<file path="config.mk">
export PLATFORM = sky130hd
export DESIGN_NAME = brick_hit_controller
export DESIGN_NICKNAME = d
export VERILOG_FILES = /design/src/rtl/brick_hit_controller.sv
export SDC_FILE = /design/constraint.sdc
export NUM_CORES = 1
export LEC_CHECK = 0
export CAP_MARGIN = 20
export CORE_ASPECT_RATIO = 0.5
export CORE_MARGIN = 2
export CORE_UTILIZATION = 30
export CTS_CLUSTER_SIZE = 14
export DETAILED_ROUTE_END_ITERATION = 16
export PLACE_DENSITY = 0.48
export RECOVER_POWER = 25
export SYNTH_ARGS = -nofsm -noshare
export SYNTH_HDL_FRONTEND = slang
export SYNTH_SLANG_ARGS = --single-unit
</file>
<file path="constraint.sdc">
create_clock -name clk -period 2.5 [get_ports clk]
set_input_delay 0.75 -clock clk [delete_from_list [all_inputs] [get_ports clk]]
set_output_delay 0.75 -clock clk [all_outputs]
set_load 0.03 [all_outputs]
</file>
<file path="src/rtl/brick_hit_controller.sv">
// brick_hit_controller: sequences brick_memory for level init sweeps and hit read-modify-writes.
// Tracks the surviving brick count and raises level_clear once they are all gone.
module brick_hit_controller #(
    parameter int COLS         = 10,
    parameter int ROWS         = 8,
    parameter int BRICK_W      = 32,
    parameter int BRICK_H      = 16,
    parameter int X0           = 0,
    parameter int Y0           = 0,
    parameter int INIT_HEALTH  = 3,
    parameter int READ_LATENCY = 1,
    parameter int CNT_W        = 10
) (
    input  logic             clk,
    input  logic             reset,
    input  logic             init_req,
    input  logic             hit_valid,
    input  logic [9:0]       hit_x,
    input  logic [9:0]       hit_y,
    output logic             hit_ready,
    output logic             busy,
    output logic             result_valid,
    output logic             result_hit,
    output logic             result_destroyed,
    output logic [1:0]       result_health,
    output logic [CNT_W-1:0] bricks_left,
    output logic             level_clear,
    output logic [9:0]       mem_x,
    output logic [9:0]       mem_y,
    output logic             mem_wren,
    output logic [1:0]       mem_health,
    input  logic [1:0]       mem_q
);
    typedef enum logic [2:0] {IDLE, INIT, RD, WR, RESP} state_t;

    localparam logic [9:0]       C_LAST  = 10'(COLS - 1);
    localparam logic [9:0]       R_LAST  = 10'(ROWS - 1);
    localparam logic [9:0]       BW      = 10'(BRICK_W);
    localparam logic [9:0]       BH      = 10'(BRICK_H);
    localparam logic [9:0]       XS      = 10'(X0);
    localparam logic [9:0]       YS      = 10'(Y0);
    localparam logic [1:0]       IH      = 2'(INIT_HEALTH);
    localparam logic [15:0]      RL_LAST = 16'(READ_LATENCY - 1);
    localparam logic [CNT_W-1:0] N_BRICK = CNT_W'(COLS * ROWS);

    state_t           state_q;
    logic [9:0]       col_q, row_q, mem_x_q, mem_y_q;
    logic [15:0]      rd_cnt_q;
    logic [1:0]       q_q, mem_health_q, result_health_q;
    logic             mem_wren_q, result_valid_q, result_hit_q, result_destroyed_q, init_done_q;
    logic [CNT_W-1:0] bricks_left_q;

    always_ff @(posedge clk) begin
        if (reset) begin
            state_q            <= IDLE;
            col_q              <= '0;
            row_q              <= '0;
            mem_x_q            <= '0;
            mem_y_q            <= '0;
            rd_cnt_q           <= '0;
            q_q                <= '0;
            mem_wren_q         <= 1'b0;
            mem_health_q       <= '0;
            result_valid_q     <= 1'b0;
            result_hit_q       <= 1'b0;
            result_destroyed_q <= 1'b0;
            result_health_q    <= '0;
            bricks_left_q      <= '0;
            init_done_q        <= 1'b0;
        end else begin
            case (state_q)
                IDLE: begin
                    if (init_req) begin
                        state_q      <= INIT;
                        col_q        <= '0;
                        row_q        <= '0;
                        mem_x_q      <= XS;
                        mem_y_q      <= YS;
                        mem_wren_q   <= 1'b1;
                        mem_health_q <= IH;
                    end else if (hit_valid) begin
                        state_q  <= RD;
                        mem_x_q  <= hit_x;
                        mem_y_q  <= hit_y;
                        rd_cnt_q <= '0;
                    end
                end
                INIT: begin
                    // Column advances fastest; coordinates step by adders, never multiplied.
                    if (col_q == C_LAST && row_q == R_LAST) begin
                        state_q       <= IDLE;
                        mem_wren_q    <= 1'b0;
                        mem_health_q  <= '0;
                        bricks_left_q <= N_BRICK;
                        init_done_q   <= 1'b1;
                    end else if (col_q == C_LAST) begin
                        col_q   <= '0;
                        row_q   <= row_q + 10'd1;
                        mem_x_q <= XS;
                        mem_y_q <= mem_y_q + BH;
                    end else begin
                        col_q   <= col_q + 10'd1;
                        mem_x_q <= mem_x_q + BW;
                    end
                end
                RD: begin
                    if (rd_cnt_q == RL_LAST) begin
                        state_q      <= WR;
                        q_q          <= mem_q;
                        mem_wren_q   <= mem_q != 2'd0;
                        mem_health_q <= mem_q == 2'd0 ? 2'd0 : mem_q - 2'd1;
                    end else begin
                        rd_cnt_q <= rd_cnt_q + 16'd1;
                    end
                end
                WR: begin
                    state_q            <= RESP;
                    mem_wren_q         <= 1'b0;
                    mem_health_q       <= '0;
                    result_valid_q     <= 1'b1;
                    result_hit_q       <= q_q != 2'd0;
                    result_destroyed_q <= q_q == 2'd1;
                    result_health_q    <= q_q == 2'd0 ? 2'd0 : q_q - 2'd1;
                    if (q_q == 2'd1 && bricks_left_q != '0)
                        bricks_left_q <= bricks_left_q - 1'b1;
                end
                RESP: begin
                    state_q        <= IDLE;
                    result_valid_q <= 1'b0;
                end
                default: state_q <= IDLE;
            endcase
        end
    end

    assign hit_ready        = (state_q == IDLE) & ~init_req;
    assign busy             = state_q != IDLE;
    assign result_valid     = result_valid_q;
    assign result_hit       = result_hit_q;
    assign result_destroyed = result_destroyed_q;
    assign result_health    = result_health_q;
    assign bricks_left      = bricks_left_q;
    assign level_clear      = init_done_q & (bricks_left_q == '0);
    assign mem_x            = mem_x_q;
    assign mem_y            = mem_y_q;
    assign mem_wren         = mem_wren_q;
    assign mem_health       = mem_health_q;
endmodule

</file>
==> metrics.md <==
| Metric | Value |
|---|---|
| Status | finished clean |
| Initial Util | approximately 30% |
| Synthesized area | 4120 um^2 |
| CTS Buffer Depth | 2 |
| Crit path buffers/inverters | 2 |
| Slew @ Worst Pin | 0.662 ns |
| ANT cells | 0 |
| Worst slack, placed | ~0.021 ns |
| Final #Nets | approximately 640 |
| RSZ-0062 raised after global routing | true |
| Net Count, Synth | 546 |
| Ys Warns | 0 |
| CTS Sinks | 80 |
| Max-slew headroom at the worst pin | ~56% |
| Number of flops mapped to enable cells by yosys | 0 |
| DR vias | between 4000 and 5000 |
| Syn Inst Count | slightly above 500 |
| Initial antenna violation count | 0 |
| Count leader, synth | dfxtp_1 |
| Worst-path cell chain | clkdlybuf4s50_1, nor4_4, buf_4 |
| Reg2Reg Capture Point | mem_health[1] |
| Fin. Hold Viols | 0 |
| Synth Register Bits | 80 |
| Synth top area share | 38.9% |
| Top post-synthesis cells by area | dfxtp_1, nor2_1, a21oi_1 |
| Max Clock Skew | around 0.0067 ns |
| Sequential area share after synthesis | 38.9% |
| Total grt overflow | 0 |
| Core Footprint | around 13000 um^2 |
| Cell row count | 30 |
| Crit-path max cell delay | 0.50 ns |
| Critical path's top delay family | buffers and inverters |
| CTS tree | yes |
| Synth area leader | dfxtp_1 |
| Detailed placer's ending HPWL | 8.60 mm |
| Total track usage | 16.6% |
| Critical path data arrival time | 1.68 ns |
| CTS buffer count | 9 |
| Worst hold path type | reg -> reg |
| WP data required | 1.75 ns |
| Critical path depth | 3 |
| Clock Pin Slew Worst Setup and Hold Paths | 0.06 ns |
| Largest net degree at the start of global routing | a little over 50 |
| Crit Path Class | in -> out |
| Crit-path slowest cell | clkdlybuf4s50_1 |
| Reg-to-reg slack, setup | 0.24 ns |
| Final setup margin | around 0.065 ns |
| Final setup viols | 0 |
| 1st-pass router iterations | 4 |
| Critical Path Sink | hit_ready |
| Worst setup EP type | primary output |
| Reg2reg path depth | 7 |
| Setup TNS | 0 ns |
| Synth Flop Type | dfxtp_1 |
| Post-synth cell types | between 50 and 60 |
| Clk_lat worst skew | 0.34 ns |
| Top-level port count | 67 |
| First-pass GRT wire length | 19.6 mm |
| CP startpoint kind | input pin |
| Asr flop ratio synth | 0% |
| Post-route non-filler standard cell count | 785 |
| Origin of the critical flop-to-flop path | col_q[1] |
| Fmax | ~0.41 GHz |
| Static Leakage | roughly 1.9 nW |
| Routability cong. | roughly 0.8 |
| Root Driver | clkbuf_16 |
| Tmin final | approximately 2.4 ns |
| Post-layout util | between 40% and 50% |
| Total Wirelength | 11.7 mm |
| 1st-iter DRT viols | ~270 |
| Port-buffer cells | 66 |
| H-tree depth | 3 |
| Post-Syn Area per Cell | 8.04 um^2 |
| Crit-path max FO | 5 |
| Wire per inst | 14.9 um |
| Vias per inst | a little over 5 |
| Inst Count DP | between 700 and 800 |
| Die footprint | between 10000 and 15000 um^2 |
| Die Span Y | ~87 um |
| Final Slew Violations | 0 |
| Tcrit/Tclk final | between 90% and 100% |
| PwrDens | 591 nW/um^2 |
| DIE WIDTH | 170 um |
| Residual DRC count | 0 |
| IR drop worst, VDD | 291 uV |
| Layout overhead on the synthesized area | 33.9% |
| Remaining antenna violation count after routing | 0 |
| Share of layout cells above drive strength 1 | between 10% and 20% |
| Vias in the first global route | approximately 3700 |
| Commonest cells in the synthesized netlist | dfxtp_1, nor2_1, a21oi_1 |
| Worst setup startpoint | init_req |
| Max_cap viols | 0 |
layout by cell type, fill, tap and decap left out, drive strengths merged, types with 9 or more instances in the layout:
master	Yosys	layout
nand2	34	34
clkbuf	18	13
a31oi	14	14
o21ai	25	25
a21oi	53	53
nor2	72	72
nand3	20	20
nor3	30	30
clkdlybuf4s50	0	62
dfxtp	80	80
xor2	9	9
nand2b	11	11
buf	6	40
inv	12	12
worst min path at each step:
stage	start	end	slack [ns]	cells after the start
after floorplan	init_done_q	init_done_q	0.43	2
after global placement	result_health[1]	result_health[1]	0.45	2
after detailed placement	result_destroyed	result_destroyed	0.46	2
after CTS	result_destroyed	result_destroyed	0.46	2
after global routing	result_health[1]	result_health[1]	0.48	2
final	result_destroyed	result_destroyed	0.46	2
repair_timing:
| action | 4_1_cts | 5_1_grt |
|---|---|---|
| endpoints found under the hold margin | 0 | 0 |
| setup buffers | 0 | 0 |
| hold buffers | 0 | 0 |
| gates resized for setup | 6 | 2 |
| pin swaps | 1 | 0 |
| setup endpoints to repair | 2 | 2 |
through the flow:
step,hold slack (ns),area [um^2],total power [mW]
after global routing,0.481,5520,3.42
after CTS,0.464,5520,3.31
after floorplan,0.428,4130,1.71
after global placement,0.449,5210,1.99
final,0.460,5520,3.26
after detailed placement,0.455,5210,1.99
where the power goes:
| part | switching (mW) | total, mW | internal [mW] |
|---|---|---|---|
| logic | 0.344 | 0.600 | 0.256 |
| registers | 0.0445 | 1.36 | 1.32 |
| clock network | 0.530 | 1.30 | 0.768 |
flip-flops by register name, indices dropped and copies added (netlist names), 2 cells and up:
register,cells
mem_y,10
result_health,2
q_q,2
state_q,3
mem_x,10
rd_cnt_q,16
bricks_left,10
col_q,10
mem_health,2
row_q,10
worst reg2reg max path, cell delays in order, from the launching register on:
cell     delay, ns
dfxtp_1       0.34
inv_1         0.06
ha_1          0.16
or4b_4        0.52
nor3_4        0.33
a21oi_1       0.24
nor4_2        0.31
a22oi_1       0.16
cells by family (layout without fill, tap and decap cells):
group,Yosys count,after routing,synth area share [%]
and+or+nand+nor,234,234,31.0
AOI/OAI and AO/OA,137,137,20.6
DFF,80,80,38.9
buffers and inverters,36,133,3.46
xor gates and xnor gates,15,15,3.19
adders and majority gates,8,8,2.43
muxes,2,2,0.486
layout make-up:
class / instances / area [um^2]
fillers: 1386 / 7960
clock buffers: 10 / 229
flip-flops and latches: 80 / 1600
inverters: 12 / 45.0
multi-input cells: 396 / 2400
clock inverters: 5 / 58.8
repair buffers: 106 / 955
well taps: 176 / 220
routing by layer:
layer,vias up,track usage (%),wire [um]
met5,-,0,0
met4,0,3.50,92
met3,10,3.73,392
met2,40,25.4,5150
met1,1894,23.9,6040
li1,2073,-,-
Note: power is estimated with default switching activity, not from simulation.
==> patch 1: new RTL, same flow settings <==
The parameter `CNT_W` goes from 10 to 5.
--- a/src/rtl/brick_hit_controller.sv
+++ b/src/rtl/brick_hit_controller.sv
@@ -11,3 +11,3 @@
     parameter int READ_LATENCY = 1,
-    parameter int CNT_W        = 10
+    parameter int CNT_W        = 5
 ) (
Ports: changed (resized bricks_left); port bits go from 67 to 62. No check against the original RTL was run, so the function may have changed too.
==> patch 1 against the unedited design <==
- the flow now finishes with violations (max-capacitance violations, max-slew violations)
- synthesized area fell by 5.7%
- count of clock-buffer cells in the layout grew 1
- first-iteration DRC count is 17% lower
- worst setup slack worse by 12 ps
- wire length shrank 7.0%
- via count is 11% lower
- sequential cell count is 5 lower
- final area fell by 7.5%
Power is not compared: it rests on default switching activity, and its combinational part moved more than twofold at a synthesized area within 25%.
==> patch 1: results (changes against the unedited design) <==
synthesized net count = 489 (-10%)
min-delay src = result_health[1]$_SDFFE_PP0P_
failing checks = max-capacitance violations, max-slew violations
worst slew pin tran = 1700 ps (+1030 ps)
fraction of layout cells with a size suffix above 1 = 11.5% (-0.63 points)
Hold Path Class = reg2reg
Synth Area in Adders = 2.58% (+0.15 points)
total routing usage reported by global routing = 16.5% (-0.047 points)
CP max FO = 6 (+1)
reg2reg path depth = 5 (-2)
Worst EP arrival = 1700 ps (+20 ps)
Avg WL per Cell = 15.3 um (+3.1%)
Detailed Place HPWL = 7.99 mm (-7.0%)
Synth Area in Compound Gates = 17.8% (-2.8 points)
Worst-path clk slew = 60 ps (about the same)
register area share after synthesis = 38.7% (-0.22 points)
Via Count = 3581 (-11%)
Worst Hold Path EP = result_health[1]$_SDFFE_PP0P_
mux share of post-synthesis cell area = 1.03% (+0.54 points)
global-route wire length before repair = 18.1 mm (-7.9%)
clock skew = 3.52 ps (-3.22 ps)
post-synth cell types = 61 (+3.4%)
FF-to-FF setup slack = 330 ps (+90 ps)
largest net degree at the start of global routing = 37 (-27%)
Starting DRT DRC Count = 220 (-17%)
Pleak = 1.73 nW
reg-to-reg critical path startpoint = state_q[2]$_SDFFE_PP0P_
Post-synth top cells = dfxtp_1, nor2_1, a21oi_1
fin. max-slew vios = 37 (+37)
placed inst area = 4820 um2 (-7.4%)
hold slack final = 456 ps (-3.56 ps)
Port Buffers = 61 (-7.6%)
number of global-route vias before repair = 3430 (-8.4%)
Area contributors post-synth = dfxtp_1, nor2_1, a21oi_1, nor3_1, xnor2_1
XOR/XNOR Fraction of Synth Area = 6.09% (+2.9 points)
worst r2r dst = mem_y[9]$_SDFFE_PP0P_
Routability Congestion = 0.809 (+0.20%)
number of max-cap violations = 1 (+1)
status = finished, violations left
## patch 1: cell count changes in the layout (fill, tap and decap cells not counted), moves of 6 or more
cell	before	now
xnor2_1	6	16
nand2b_1	11	1
a21oi_1	53	30
nor2_1	72	55
buf_4	37	27
nand2_1	34	27
clkdlybuf4s50_1	62	56
o21ai_0	23	9
## patch 1: power by group through the flow
stage	registers (mW)	clock network, mW	logic [mW]
floorplan	1.53	0	0.623
global placement	1.41	0	1.27
detailed placement	1.41	0	1.26
CTS	1.38	1.33	1.27
global route	1.40	1.38	1.36
finish	1.38	1.30	1.25
## patch 1: kinds of logic after synthesis
logic type / after synthesis
xor+xnor: 27
mux: 4
compound gates: 99
flops: 75
simple gates: 203
fa+ha+maj: 8
buf+inv: 39
## patch 1: repair_timing
| action | 4_1_cts | 5_1_grt |
|---|---|---|
| hold endpoints to repair | 0 | 0 |
| endpoints found under the setup margin | 1 | 1 |
| hold buffers | 0 | 0 |
| gates resized for setup | 1 | 1 |
## patch 1: area by class of cell
| class | instances | area [um2] |
|---|---|---|
| Clock inverter | 5 | 52.6 |
| Timing Repair Buffer | 89 | 813 |
| Multi-Input combinational cell | 341 | 2220 |
| Inverter | 17 | 63.8 |
| Tap cell | 170 | 213 |
| Fill cell | 1290 | 7560 |
| Sequential cell | 75 | 1500 |
| Clock buffer | 11 | 243 |
## patch 1: how the worst max path moves through the flow
stage / end / slack [ps] / cells after the start
2_1_floorplan: hit_ready / 150 / 3
3_3_place_gp: col_q[2]$_SDFFE_PP0P_ / -3 / 6
3_5_place_dp: col_q[2]$_SDFFE_PP0P_ / -30 / 6
4_1_cts: hit_ready / 50 / 3
5_1_grt: hit_ready / 10 / 3
6_report: hit_ready / 50 / 3
## patch 1: metal layers
layer,vias up,global-route usage (%),routed length (um),part of all wire [%]
li1,1822,-,-,-
met1,1703,22.7,5510,51
met2,49,26.2,4940,45
met3,7,4.35,341,3.1
met4,0,3.64,68,0.63
met5,-,0,0,0
## patch 1: through the flow
step	setup slack, ps	cells	util [%]
finish	52.9	708	40.3
floorplan	151	455	-
detailed placement	-27.4	692	38.1
global placement	-3.02	692	38.1
global route	9.98	708	40.3
CTS	46.4	708	40.4
## patch 1: worst max-delay path, cell delays in order
cell and delay [ps]:
clkdlybuf4s50_1 530, nor2_1 230, buf_4 190
==> patch 2: new RTL, same settings <==
Made on the original files. Put a register stage on the output `level_clear`, without a reset. The value now appears one clock later. The other outputs are not delayed to match.
--- a/src/rtl/brick_hit_controller.sv
+++ b/src/rtl/brick_hit_controller.sv
@@ -142,3 +142,5 @@
     assign bricks_left      = bricks_left_q;
-    assign level_clear      = init_done_q & (bricks_left_q == '0);
+    always_ff @(posedge clk) begin
+        level_clear <= init_done_q & (bricks_left_q == '0);
+    end
     assign mem_x            = mem_x_q;
Behaviour: same outputs for any inputs over 4 cycles, from zero or initial values and one cycle with reset high; that may be too few to reach the edited logic, so the function may still have changed.
==> patch 2 against the unedited design <==
- sequential cell count up 1
- wire length rose by 1.4%
- final cell count down 0.64%
- hold slack is essentially flat
- synthesized area is 0.49% higher
- total power rose by 3.2%
- final area fell by 1.4%
- worst setup slack better by 95 ps
- sequential share of layout area rose by 0.75 points
- critical path type is now reg2reg
- critical endpoint is now mem_health[1]$_SDFFE_PP0P_
==> patch 2: results (changes against the unedited design) <==
bufs w/o clock = 99 (-6.6%)
clock skew = 6.46 ps (-0.277 ps)
number of global-route vias before repair = 3786 (+1.1%)
synthesized net count = 547 (+0.18%)
global-route wire length before repair = 19.5 mm (-0.35%)
family with the most delay on the worst path = simple AND/OR/NAND/NOR gates
DR WL met3 = 482 um (+23%)
WS Path Type = reg2reg
wl on met1 = 6.18 mm (+2.4%)
multi-input combinational area share = 43.5% (-0.13 points)
Worst EP arrival = 2540 ps (+860 ps)
number of synthesized register bits = 81 (+1.3%)
fraction of layout cells with a size suffix above 1 = 9.44% (-2.7 points)
Layout Cells excl Fill = 780 (-0.64%)
met3 Resource Use GR = 4.00% (+0.27 points)
Post-synth top cells = dfxtp_1, nor2_1, a21oi_1
Vias/cell = 5.17 (+1.1%)
min-delay src = init_done_q$_SDFFE_PP0P_
Peak VDD IR = 0.255 mV (-12%)
register area share after synthesis = 39.2% (+0.30 points)
M1 GR Usage = 23.3% (-0.60 points)
Pleak = 1.85 nW (-2.1%)
hold slack final = 460 ps (+0.108 ps)
GR Layer Usage met2 = 25.2% (-0.14 points)
FF+latch area = 1620 um2 (+1.2%)
NonClk Buf Share = 16.1% (-1.2 points)
status = finished, final reports clean
met2 routed WL = 5.07 mm (-1.6%)
largest net degree at the start of global routing = 52 (+2.0%)
Starting DRT DRC Count = 239 (-10%)
fin nets = 633 (-0.94%)
comb pwr = 0.580 mW (-3%)
Routability Congestion = 0.796 (-1.4%)
worst slew pin tran = 607 ps (-55.1 ps)
## patch 2: changes by cell type after synthesis, sizes merged
cell,change
dfxtp,+1
## patch 2: what timing repair did
action                     in CTS  in global routing
resized for setup               1                  2
pin swaps                       0                  1
setup endpoints to repair       1                  1
buffers inserted                0                  1
## patch 2: stage by stage
| step | setup slack (ps) | utilization (%) | power [mW] |
|---|---|---|---|
| after floorplan | 240 | - | 1.73 |
| after global placement | 44.7 | 38.3 | 2.00 |
| final | 160 | 40.3 | 3.36 |
| after detailed placement | 19.3 | 38.3 | 2.00 |
| after global routing | 36.3 | 40.3 | 3.53 |
| after CTS | 15.0 | 40.6 | 3.43 |
## patch 2: cell families after synthesis
group	after synthesis	synth area share [%]
AND/OR/NAND/NOR	234	30.8
AO/OA/AOI/OAI	137	20.5
flip-flops	81	39.2
buffers and inverters	36	3.45
XOR/XNOR	15	3.17
adder cells (fa/ha/maj)	8	2.42
multiplexers	2	0.484
